<file path="config.mk">
export PLATFORM = sky130hd
export DESIGN_NAME = hpdcache_fifo_reg_preload
export DESIGN_NICKNAME = d
export VERILOG_FILES = /design/src/rtl/hpdcache_fifo_reg_preload_pkg.sv /design/src/rtl/hpdcache_fifo_reg_preload_chk.sv /design/src/rtl/hpdcache_fifo_wrap_ptr.sv /design/src/rtl/hpdcache_fifo_reg_preload.sv
export SDC_FILE = /design/constraint.sdc
export NUM_CORES = 1
export LEC_CHECK = 0
export ABC_CLOCK_PERIOD_IN_PS = 2100
export CORE_MARGIN = 3
export CORE_UTILIZATION = 42
export DETAILED_ROUTE_END_ITERATION = 16
export GPL_ROUTABILITY_DRIVEN = 0
export PLACE_DENSITY = 0.75
export RECOVER_POWER = 50
export SKIP_LAST_GASP = 1
export SYNTH_ARGS = -nofsm -noshare
export SYNTH_HDL_FRONTEND = slang
export SYNTH_HIERARCHICAL = 1
export SYNTH_SLANG_ARGS = --single-unit
</file>
<file path="constraint.sdc">
create_clock -name clk_i -period 2.1 [get_ports clk_i]
set_input_delay 0.315 -clock clk_i [delete_from_list [all_inputs] [get_ports clk_i]]
set_output_delay 0.315 -clock clk_i [all_outputs]
set_load 0.01 [all_outputs]
</file>
<file path="src/rtl/hpdcache_fifo_reg_preload_pkg.sv">
// ----------------------------------------------------------------------------
// hpdcache_fifo_reg_preload_pkg
//   Helpers shared by the preloadable register FIFO and its pointer
//   sub-module.
//   Contents:
//     fifo_wrap_next : next value of a pointer that wraps at an arbitrary
//                      (not necessarily power-of-2) depth.
// ----------------------------------------------------------------------------
package hpdcache_fifo_reg_preload_pkg;

  // Modulo-depth increment without a divider: wrap to 0 after depth-1.
  function automatic logic [31:0] fifo_wrap_next(input logic [31:0] ptr,
                                                 input logic [31:0] depth);
    logic [31:0] nxt;
    if (ptr >= (depth - 32'd1)) begin
      nxt = 32'd0;
    end else begin
      nxt = ptr + 32'd1;
    end
    return nxt;
  endfunction

endpackage

</file>
<file path="src/rtl/hpdcache_fifo_reg_preload_chk.sv">
// ----------------------------------------------------------------------------
// hpdcache_fifo_reg_preload_chk
//   Parameter sanity and state-consistency assertions for
//   hpdcache_fifo_reg_preload. Carries no functional logic.
//   Ports:
//     clk_i, rst_i : clock and synchronous reset of the FIFO
//     count_i      : occupancy register
//     rptr_i       : read pointer
//     wptr_i       : write pointer
// ----------------------------------------------------------------------------
module hpdcache_fifo_reg_preload_chk #(
  parameter int unsigned FIFO_DEPTH       = 4,
  parameter int unsigned INIT_COUNT       = FIFO_DEPTH,
  parameter int unsigned AFULL_THRESHOLD  = FIFO_DEPTH - 1,
  parameter int unsigned AEMPTY_THRESHOLD = 1,
  localparam int unsigned USAGE_W         = $clog2(FIFO_DEPTH + 1),
  localparam int unsigned PTR_W           = $clog2(FIFO_DEPTH)
) (
  input logic               clk_i,
  input logic               rst_i,
  input logic [USAGE_W-1:0] count_i,
  input logic [PTR_W-1:0]   rptr_i,
  input logic [PTR_W-1:0]   wptr_i
);

  logic [31:0] dist_s;
  logic [31:0] cnt_mod_s;

  // Pointer distance and occupancy, both reduced modulo the depth.
  always_comb begin
    dist_s    = (32'(wptr_i) + 32'(FIFO_DEPTH) - 32'(rptr_i)) % 32'(FIFO_DEPTH);
    cnt_mod_s = 32'(count_i) % 32'(FIFO_DEPTH);
  end

  // Parameter legality and occupancy/pointer coherence on every edge.
  always @(posedge clk_i) begin
    assert (FIFO_DEPTH >= 32'd2);
    assert (INIT_COUNT <= FIFO_DEPTH);
    assert ((AEMPTY_THRESHOLD < AFULL_THRESHOLD) && (AFULL_THRESHOLD <= FIFO_DEPTH));
    if (!rst_i) begin
      assert (32'(count_i) <= FIFO_DEPTH);
      assert (dist_s == cnt_mod_s);
    end
  end

endmodule

</file>
<file path="src/rtl/hpdcache_fifo_wrap_ptr.sv">
// ----------------------------------------------------------------------------
// hpdcache_fifo_wrap_ptr
//   Wrap-around pointer with synchronous load, used for the read and write
//   pointers of hpdcache_fifo_reg_preload.
//   Parameters:
//     DEPTH      : number of positions; pointer runs 0..DEPTH-1.
//     LOAD_VALUE : value taken when load_i is high.
//   Ports:
//     clk_i  in  clock
//     load_i in  synchronous load of LOAD_VALUE (priority over inc_i)
//     inc_i  in  advance by one, wrapping from DEPTH-1 to 0
//     ptr_o  out current pointer
// ----------------------------------------------------------------------------
module hpdcache_fifo_wrap_ptr
  import hpdcache_fifo_reg_preload_pkg::*;
#(
  parameter int unsigned DEPTH      = 4,
  parameter int unsigned LOAD_VALUE = 0,
  localparam int unsigned PTR_W     = $clog2(DEPTH)
) (
  input  logic             clk_i,
  input  logic             load_i,
  input  logic             inc_i,
  output logic [PTR_W-1:0] ptr_o
);

  localparam logic [PTR_W-1:0] LOAD_PTR = PTR_W'(LOAD_VALUE);

  logic [PTR_W-1:0] ptr_d;
  logic [PTR_W-1:0] ptr_q;

  // Next pointer: load wins, otherwise wrap-increment on a transfer.
  always_comb begin
    ptr_d = ptr_q;
    if (load_i) begin
      ptr_d = LOAD_PTR;
    end else if (inc_i) begin
      ptr_d = PTR_W'(fifo_wrap_next(32'(ptr_q), 32'(DEPTH)));
    end else begin
      ptr_d = ptr_q;
    end
  end

  // Pointer register; reset arrives through load_i.
  always_ff @(posedge clk_i) begin
    ptr_q <= ptr_d;
  end

  assign ptr_o = ptr_q;

endmodule

</file>
<file path="src/rtl/hpdcache_fifo_reg_preload.sv">
// ----------------------------------------------------------------------------
// hpdcache_fifo_reg_preload
//   Register FIFO whose storage, pointers and occupancy are reloaded from
//   initial_value_i / INIT_COUNT on reset and on flush_i. Intended as a
//   restorable free-list or credit pool.
//   Ports:
//     clk_i, rst_i    clock, synchronous active-high reset
//     flush_i         synchronous re-initialisation (same effect as reset)
//     w_i/wok_o       write request / write accepted, wdata_i write data
//     r_i/rok_o       read request / read valid, rdata_o head entry
//     initial_value_i preload image, sampled only while rst_i or flush_i
//     usage_o         occupancy; full_o, empty_o, afull_o, aempty_o flags
// ----------------------------------------------------------------------------
module hpdcache_fifo_reg_preload
  import hpdcache_fifo_reg_preload_pkg::*;
#(
  parameter int unsigned FIFO_DEPTH       = 4,
  parameter type         fifo_data_t      = logic,
  parameter int unsigned INIT_COUNT       = FIFO_DEPTH,
  parameter int unsigned AFULL_THRESHOLD  = FIFO_DEPTH - 1,
  parameter int unsigned AEMPTY_THRESHOLD = 1,
  parameter bit          FALL_THROUGH     = 1'b0,
  localparam int unsigned USAGE_W         = $clog2(FIFO_DEPTH + 1)
) (
  input  logic                            clk_i,
  input  logic                            rst_i,
  input  logic                            flush_i,
  input  logic                            w_i,
  output logic                            wok_o,
  input  fifo_data_t                      wdata_i,
  input  logic                            r_i,
  output logic                            rok_o,
  output fifo_data_t                      rdata_o,
  input  fifo_data_t [FIFO_DEPTH-1:0]     initial_value_i,
  output logic [USAGE_W-1:0]              usage_o,
  output logic                            full_o,
  output logic                            empty_o,
  output logic                            afull_o,
  output logic                            aempty_o
);

  localparam int unsigned      PTR_W      = $clog2(FIFO_DEPTH);
  localparam int unsigned      WPTR_INIT  = INIT_COUNT % FIFO_DEPTH;
  localparam logic [USAGE_W-1:0] INIT_USAGE = USAGE_W'(INIT_COUNT);
  localparam logic [USAGE_W-1:0] ONE        = USAGE_W'(32'd1);
  localparam logic INIT_FULL   = (INIT_COUNT == FIFO_DEPTH);
  localparam logic INIT_EMPTY  = (INIT_COUNT == 32'd0);
  localparam logic INIT_AFULL  = (INIT_COUNT >= AFULL_THRESHOLD);
  localparam logic INIT_AEMPTY = (INIT_COUNT <= AEMPTY_THRESHOLD);

  logic             init_s;
  logic             wok_s;
  logic             rok_s;
  logic             ft_fwd_s;
  logic             we_s;
  logic             re_s;
  logic             bypass_s;
  logic             push_s;
  logic             pop_s;
  fifo_data_t       rdata_s;
  logic [PTR_W-1:0] rptr_s;
  logic [PTR_W-1:0] wptr_s;

  logic [USAGE_W-1:0] count_d, count_q;
  logic               full_d, full_q;
  logic               empty_d, empty_q;
  logic               afull_d, afull_q;
  logic               aempty_d, aempty_q;
  fifo_data_t         mem_d [FIFO_DEPTH];
  fifo_data_t         mem_q [FIFO_DEPTH];

  assign init_s = rst_i | flush_i;

  // Handshake decode; the fall-through path serves an empty FIFO from wdata_i.
  always_comb begin
    ft_fwd_s = FALL_THROUGH & empty_q & w_i;
    wok_s    = ~full_q & ~init_s;
    rok_s    = ~init_s & (~empty_q | ft_fwd_s);
    we_s     = w_i & wok_s;
    re_s     = r_i & rok_s;
    // A same-cycle write and read on an empty fall-through FIFO never touches storage.
    bypass_s = FALL_THROUGH & empty_q & we_s & re_s;
    push_s   = we_s & ~bypass_s;
    pop_s    = re_s & ~bypass_s;
    if (ft_fwd_s) begin
      rdata_s = wdata_i;
    end else begin
      rdata_s = mem_q[rptr_s];
    end
  end

  // Storage, occupancy and flag next-state; flush reloads the preload image.
  always_comb begin
    mem_d = mem_q;
    if (flush_i) begin
      for (int unsigned i = 0; i < FIFO_DEPTH; i++) begin
        mem_d[i] = initial_value_i[i];
      end
      count_d = INIT_USAGE;
    end else begin
      if (push_s) begin
        mem_d[wptr_s] = wdata_i;
      end else begin
        mem_d = mem_q;
      end
      case ({push_s, pop_s})
        2'b10:   count_d = count_q + ONE;
        2'b01:   count_d = count_q - ONE;
        default: count_d = count_q;
      endcase
    end
    full_d   = (count_d == USAGE_W'(FIFO_DEPTH));
    empty_d  = (count_d == USAGE_W'(32'd0));
    afull_d  = (count_d >= USAGE_W'(AFULL_THRESHOLD));
    aempty_d = (count_d <= USAGE_W'(AEMPTY_THRESHOLD));
  end

  // State registers with synchronous reset to the preload state.
  always_ff @(posedge clk_i) begin
    if (rst_i) begin
      for (int unsigned i = 0; i < FIFO_DEPTH; i++) begin
        mem_q[i] <= initial_value_i[i];
      end
      count_q  <= INIT_USAGE;
      full_q   <= INIT_FULL;
      empty_q  <= INIT_EMPTY;
      afull_q  <= INIT_AFULL;
      aempty_q <= INIT_AEMPTY;
    end else begin
      mem_q    <= mem_d;
      count_q  <= count_d;
      full_q   <= full_d;
      empty_q  <= empty_d;
      afull_q  <= afull_d;
      aempty_q <= aempty_d;
    end
  end

  hpdcache_fifo_wrap_ptr #(
    .DEPTH      (FIFO_DEPTH),
    .LOAD_VALUE (32'd0)
  ) u_rptr (
    .clk_i  (clk_i),
    .load_i (init_s),
    .inc_i  (pop_s),
    .ptr_o  (rptr_s)
  );

  hpdcache_fifo_wrap_ptr #(
    .DEPTH      (FIFO_DEPTH),
    .LOAD_VALUE (WPTR_INIT)
  ) u_wptr (
    .clk_i  (clk_i),
    .load_i (init_s),
    .inc_i  (push_s),
    .ptr_o  (wptr_s)
  );

  hpdcache_fifo_reg_preload_chk #(
    .FIFO_DEPTH       (FIFO_DEPTH),
    .INIT_COUNT       (INIT_COUNT),
    .AFULL_THRESHOLD  (AFULL_THRESHOLD),
    .AEMPTY_THRESHOLD (AEMPTY_THRESHOLD)
  ) u_chk (
    .clk_i   (clk_i),
    .rst_i   (rst_i),
    .count_i (count_q),
    .rptr_i  (rptr_s),
    .wptr_i  (wptr_s)
  );

  assign wok_o    = wok_s;
  assign rok_o    = rok_s;
  assign rdata_o  = rdata_s;
  assign usage_o  = count_q;
  assign full_o   = full_q;
  assign empty_o  = empty_q;
  assign afull_o  = afull_q;
  assign aempty_o = aempty_q;

endmodule
</file>
==> key figures, run 1 <==
Routing
  • Vias: 699
  • 1st-iter DRT viols: 8
  • Routed wire length per instance: 12.82 um
  • Vias/cell: 5.140
  • Post-DRT Antenna Nets: 0
  • WL final: 1743 um
  • DRC violations left: 0
  • TritonRoute pass-1 iters: 4

Timing
  • Period utilization: 95.15%
  • Rel. slew slack: 73.41%
  • Maximum clock frequency: 0.5004 GHz
  • Final Slew Violations: 0
  • Minimum clock period: 1.998 ns
  • Final number of setup-violating endpoints: 0
  • Hold Vio Cnt, Final: 0
  • Hold WS: 0.4607 ns
  • Fin Setup TNS: 0 ns
  • Clock Skew: 0.003362 ns
  • Slew @ Worst Pin: 0.3988 ns

Logic synthesis
  • Mapped Area: 780.7 sq um
  • Yosys top cell area share: 28.21%
  • Fraction of registers with async set/reset: 0%
  • Number of warnings issued by yosys: 6
  • Synth top area cells: dfxtp_1 28%, edfxtp_1 15%, ha_1 4.8%
  • Post-synthesis instance total: 80
  • Top_reg_cell synth: dfxtp_1
  • Yosys cell types: 32
  • Post-synthesis register bit count: 15
  • Largest area contributor in the netlist: dfxtp_1
  • Syn Area/Cell: 9.759 sq um
  • Sequential share of the synthesized area: 43.59%
  • Number of flops mapped to enable cells by yosys: 4
  • Syn nets: 94

Global route
  • Number of global-route vias before repair: 706
  • Largest net degree at the start of global routing: 10
  • GRT Overall Usage: 15.72%
  • Global-route wire length before repair: 2939 um
  • Grt ovf: 0
  • Initial antenna violation count: 0

Worst setup path
  • R2R Setup Slk: 0.15 ns
  • R2R depth: 8
  • WP buf/inv: 3
  • Crit-path slowest cell: fa_2
  • Max incr delay on CP: 0.35 ns
  • Setup crit start kind: input pin
  • WP data required: 2.31 ns
  • Worst R2R End: aempty_o$_SDFF_PP0_
  • Crit-path cells: dlygate4sd2_1 -> nor2_4 -> inv_2 -> nor2_4 -> and2_1 -> ha_2 -> inv_1 -> fa_2 -> xnor2_2 -> a211o_1 -> a2bb2oi_1
  • Setup CP Type: in2reg
  • WP data arrival: 2.21 ns
  • Critical Path End Type: flip-flop
  • CP Max Fanout: 5
  • Cell family with most CP delay: adder cells
  • RR Startpoint: full_o$_SDFF_PP1_
  • Critical path's most frequent cell: nor2_4

Power
  • Power Density: 504.7 mW/mm^2
  • LEAKAGE: 0.0004297 uW
  • IR drop worst, VDD: 0.3329 mV

Die
  • Row cnt: 14
  • Die Height: 49.12 um
  • Core area: 0.001629 sq mm
  • Die span in x: 49.12 um
  • IO Pins: 20
  • Initial Util: 47.93%
  • Die area: 0.002412 sq mm

Layout
  • Commonest non-fill, non-tap cells in the layout: 16 x clkdlybuf4s50_1, 11 x dfxtp_1, 8 x buf_4
  • Layout area overhead: 42.63%
  • Diodes inserted: 0
  • Util after Layout: 68.36%
  • Commonest non-fill, non-tap cell in the layout: clkdlybuf4s50_1
  • Final net count: 127
  • Fillers: 136
  • Share of cells above drive strength 1: 17.86%
  • Final Non-Filler Cells: 136

Placed design
  • Post-Place Cells: 132
  • DP HPWL: 1327 um
  • I/O Buffers: 19

Worst hold path
  • Worst Hold Depth: 3
  • HP Class: in2reg
  • Hold path endpoint: full_o$_SDFF_PP1_
  • Worst min-delay path startpoint: rst_i

CTS
  • Clk slew on worst S/H paths: 0.09 ns
  • Clock sink count: 15
  • CTS HTree Levels: 1
  • Hold-fix buffers, CTS: 0
  • CTS Buf Count: 3
  • Clk Latency, worst-skew pair: 0.29 ns
  • Root Driver: clkbuf_4
  • CTS tree: built
  • CTS Buffer Depth: 2

Outcome
  • Outcome: finished clean

Flow run
  • Max_cap viols: 0
-- flip-flops by register name, indices dropped and copies added, names as in the netlist --
signal,cells
aempty_o,1
afull_o,1
empty_o,1
full_o,1
mem_q,4
u_rptr/ptr_o,2
u_wptr/ptr_o,2
usage_o,3
-- logic make-up (layout without fill, tap and decap cells) --
group                    Yosys count  after routing  synth area share (%)
AND/OR/NAND/NOR                   28             28                 20.03
AO/OA/AOI/OAI                     19             19                 16.83
XOR/XNOR                           2              2                 2.244
adder cells (fa/ha/maj)            4              4                 7.372
flip-flops                        15             15                 43.59
multiplexers                       3              3                 5.449
buffers and inverters              9             41                 4.487
-- synth_stat cells, types with 2 or more instances --
cell      instances
nand2b_1          5
nand2_1           5
inv_1             7
or3b_1            2
and2_1            2
mux2i_1           2
a21oi_1           5
ha_1              3
edfxtp_1          4
nor2_1            8
o21ai_0           3
dfxtp_1          11
o31ai_1           4
-- area by class of cell --
type / count / area (sq um) / share of cell area (%)
multi-input cells: 56 / 431.7 / 38.76
inverters: 8 / 30.03 / 2.697
flip-flops and latches: 15 / 340.3 / 30.56
repair buffers: 29 / 255.2 / 22.92
well taps: 24 / 30.03 / 2.697
clock buffers: 4 / 26.28 / 2.360
-- power by group --
group          switching [uW]  total (uW)  internal (uW)
combinational            37.6        85.5           47.9
clock                    92.4         166           73.9
sequential               4.16         310            306
-- layer usage --
layer	up-vias	part of all wire, %	track usage [%]
met4	0	1.7	7.109
met1	328	42	17.33
met5	-	0	0
met3	5	4.4	4.893
met2	18	52	27.23
li1	348	-	-
-- how the worst max path moves through the flow --
stage                               end  startpoint  cells past startpoint
global placement    aempty_o$_SDFF_PP0_     flush_i                     11
finish              aempty_o$_SDFF_PP0_     flush_i                     11
detailed placement  aempty_o$_SDFF_PP0_     flush_i                     11
floorplan           aempty_o$_SDFF_PP0_     flush_i                     10
CTS                   full_o$_SDFF_PP1_         w_i                      8
global route         afull_o$_SDFF_PP1_     flush_i                     11
-- worst reg2reg max path, stage by stage, from the launching register on --
cell,delay (ns)
dfxtp_1,0.36
nand2b_1,0.14
or2_1,0.13
ha_2,0.18
inv_1,0.05
fa_2,0.35
xnor2_2,0.18
a211o_1,0.32
a2bb2oi_1,0.16
-- repair_timing --
item / in CTS / in global routing
setup endpoints to repair: 6 / 3
buffers inserted: 0 / 0
resized for setup: 3 / 1
pin swaps: 0 / 1
-- through the flow --
| stage | worst slack, ns | total power, uW | cell area [sq um] |
|---|---|---|---|
| after global placement | -0.4294 | 401.4 | 1089 |
| after global routing | -0.01280 | 583.5 | 1114 |
| after CTS | 0.06537 | 564.6 | 1115 |
| after detailed placement | -0.4550 | 402.6 | 1089 |
| final | 0.1018 | 562.0 | 1114 |
| after floorplan | 0.003672 | 355.0 | 798.3 |
(Power assumes the default switching activity.)
==> run 2, diff against run 1 <==
- HOLD_SLACK_MARGIN: unset -> 0.05
==> results of run 2 <==
No change in the layout: final DEF, timing and power equal those of run 1.
==> run 3, diff against run 2 <==
--- a/config.mk
+++ b/config.mk
@@ -7,5 +7,4 @@
 export LEC_CHECK = 0
 export ABC_CLOCK_PERIOD_IN_PS = 2100
-export CORE_MARGIN = 3
 export CORE_UTILIZATION = 42
 export DETAILED_ROUTE_END_ITERATION = 16
==> constraint.sdc (replaced) <==
create_clock -name clk_i -period 2.1 [get_ports clk_i]
set_input_delay 0.315 -clock clk_i [delete_from_list [all_inputs] [get_ports clk_i]]
set_output_delay 0.315 -clock clk_i [all_outputs]
set_load 0.1 [all_outputs]
==> run 3 against run 2 <==
Count of clock-buffer cells in the layout is the same. Clock skew barely moved. Setup slack worse by 0.091 ns. Die area fell by 16%. Sequential power hardly changed. Maximum frequency decreased by 4.3%. Critical path depth is 4 lower. Global-route usage grew 4.4 points. Clock power up 2%. Core utilization rose by 1.6 points. First-iteration DRC count is 13% higher. Final area increased by 8.4%. Critical endpoint is now full_o$_SDFF_PP1_. Largest power group unchanged. Highest routed layer unchanged.
==> key figures, run 3 (synthesis gave the netlist of run 1 again) <==
Outcome
  • Outcome: finished clean

Power
  • Power Density: 510.8 mW/mm^2 (+1.2%)
  • Total power: 616.8 uW (+9.8%)
  • Sw frac: 29.22% (+5.4 points)
  • Clock share of power: 27.5% (-2.1 points)
  • LEAKAGE: 0.0004737 uW (+10%)
  • Comb pwr share: 22.2% (+7.0 points)
  • Sequential fraction of design power: 50.3% (-4.9 points)
  • Pint: 436.5 uW (+2.0%)
  • IR drop worst, VDD: 0.5536 mV (+66%)
  • Switch Pwr: 180.2 uW (+34%)

Timing
  • Slew @ Worst Pin: 0.4057 ns (+0.006814 ns)
  • Hold WS: 0.4144 ns (-0.04633 ns)
  • Clock Skew: 0.002914 ns (-0.0004481 ns)
  • Period utilization: 99.47% (+4.3 points)
  • Final number of setup-violating endpoints: 0 (unchanged)
  • RSZ-0062 raised after global routing: yes
  • Maximum clock frequency: 0.4787 GHz (-4.3%)
  • Final Slew Violations: 0 (unchanged)
  • Minimum clock period: 2.089 ns (+0.09056 ns)
  • Rel. slew slack: 72.90% (-0.51 points)
  • Hold Vio Cnt, Final: 0 (unchanged)

Worst setup path
  • WP data required: 2.27 ns (-0.04 ns)
  • R2R Setup Slk: 0.01 ns (-0.14 ns)
  • Setup crit start kind: flip-flop
  • Setup CP Type: reg2reg
  • Worst R2R End: full_o$_SDFF_PP1_
  • CP Max Fanout: 3 (-2)
  • WP data arrival: 2.26 ns (+0.05 ns)
  • Critical Path End Type: flip-flop
  • RR Startpoint: full_o$_SDFF_PP1_
  • R2R depth: 7 (-1)

Global route
  • Grt ovf: 0 (unchanged)
  • GRT Overall Usage: 20.08% (+4.4 points)
  • Largest net degree at the start of global routing: 12 (+2)
  • Initial antenna violation count: 0 (unchanged)
  • Global-route wire length before repair: 2946 um (+0.24%)
  • Number of global-route vias before repair: 698 (-1.1%)

CTS
  • CTS Buf Count: 3 (unchanged)
  • Clk slew on worst S/H paths: 0.09 ns (about the same)
  • Hold-fix buffers, CTS: 0 (unchanged)
  • Clk Latency, worst-skew pair: 0.29 ns (about the same)
  • Clock sink count: 15 (unchanged)
  • CTS HTree Levels: 1 (unchanged)
  • CTS tree: built
  • Root Driver: clkbuf_4
  • CTS Buffer Depth: 2 (unchanged)

Layout
  • Final net count: 128 (+0.79%)
  • Final Non-Filler Cells: 138 (+1.5%)
  • Largest register FFs: 4 (unchanged)
  • Largest Register: mem_q
  • Commonest non-fill, non-tap cell in the layout: buf_4
  • Commonest non-fill, non-tap cells in the layout: 19 x buf_4, 9 x dfxtp_1, 6 x inv_1, 6 x clkdlybuf4s50_1
  • Diodes inserted: 0 (unchanged)
  • Share of cells above drive strength 1: 40.71% (+23 points)
  • Layout area overhead: 54.65%

Routing
  • Vias/cell: 5.232 (+1.8%)
  • 1st-iter DRT viols: 9 (+1)
  • TritonRoute pass-1 iters: 4 (unchanged)
  • Post-DRT Antenna Nets: 0 (unchanged)
  • Routed wire length per instance: 13.56 um (+5.8%)
  • Vias: 722 (+3.3%)
  • WL final: 1871 um (+7.3%)
  • DRC violations left: 0 (unchanged)

Placed design
  • I/O Buffers: 19 (unchanged)
  • Post-Place Cells: 131 (-0.76%)
  • DP HPWL: 1351 um (+1.8%)

Die
  • Die Height: 45.12 um (-8.1%)
  • Row cnt: 15 (+1)
  • Core area: 0.001727 sq mm (+6.0%)
  • Initial Util: 45.22% (-2.7 points)
  • Die area: 0.002035 sq mm (-16%)
  • Die span in x: 45.12 um (-8.1%)
  • IO Pins: 20 (unchanged)

Worst hold path
  • Worst min-delay path startpoint: flush_i
  • Hold path endpoint: afull_o$_SDFF_PP1_
  • HP Class: in2reg
  • Worst Hold Depth: 3 (unchanged)

Flow run
  • Max_cap viols: 0 (unchanged)
## run 3: timing repair
action                     in CTS  in global routing
hold endpoints to repair        0                  0
pin swaps                       1                 10
gates resized for setup         3                 14
setup endpoints to repair       6                  5
setup buffers                   0                  3
## run 3: cell type report
type	instances	area, sq um
well taps	25	31.28
clock buffers	4	26.28
inverters	8	35.03
flip-flops and latches	15	342.8
repair buffers	30	269.0
fillers	146	519.2
multi-input cells	56	503.0
## run 3: power by group through the flow
stage | clock [uW] | combinational, uW | sequential [uW]
2_1_floorplan | 0 | 63.6 | 328
3_3_place_gp | 0 | 121 | 317
3_5_place_dp | 0 | 124 | 317
4_1_cts | 171 | 124 | 310
5_1_grt | 180 | 144 | 311
6_report | 170 | 137 | 310
## run 3: how the worst max path moves through the flow
stage                       from                   to  slack [ns]  cells past startpoint
2_1_floorplan            flush_i   empty_o$_SDFF_PP0_       -0.40                     10
3_3_place_gp             flush_i    full_o$_SDFF_PP1_       -0.42                      9
3_5_place_dp             flush_i    full_o$_SDFF_PP1_       -0.50                      9
4_1_cts                    rst_i  aempty_o$_SDFF_PP0_        0.03                     11
5_1_grt        full_o$_SDFF_PP1_    full_o$_SDFF_PP1_       -0.03                      7
6_report       full_o$_SDFF_PP1_    full_o$_SDFF_PP1_        0.01                      7
## run 3: stage by stage
step	setup slack, ns	util (%)	instance area (sq um)	TNS, ns
floorplan	-0.3982	-	814.5	-2.187
global placement	-0.4218	63.19	1091	-2.138
detailed placement	-0.5000	63.19	1091	-2.640
CTS	0.03436	64.93	1121	0
global route	-0.02725	69.93	1207	-0.06077
finish	0.01121	69.93	1207	0
## run 3: metal layers
layer	vias to the layer above	GRT usage, %	share of wire (%)
met1	354	22.75	42
met2	15	37.10	53
met4	0	7.273	1.3
met3	2	3.600	3.7
li1	351	-	-
met5	-	0	0
## run 3: critical path, stage by stage, from the launching register on
cell      delay (ns)
dfxtp_2         0.33
nand2b_1        0.17
or2_4           0.28
ha_4            0.17
inv_4           0.05
fa_2            0.47
a311oi_4        0.38
a211oi_2        0.12
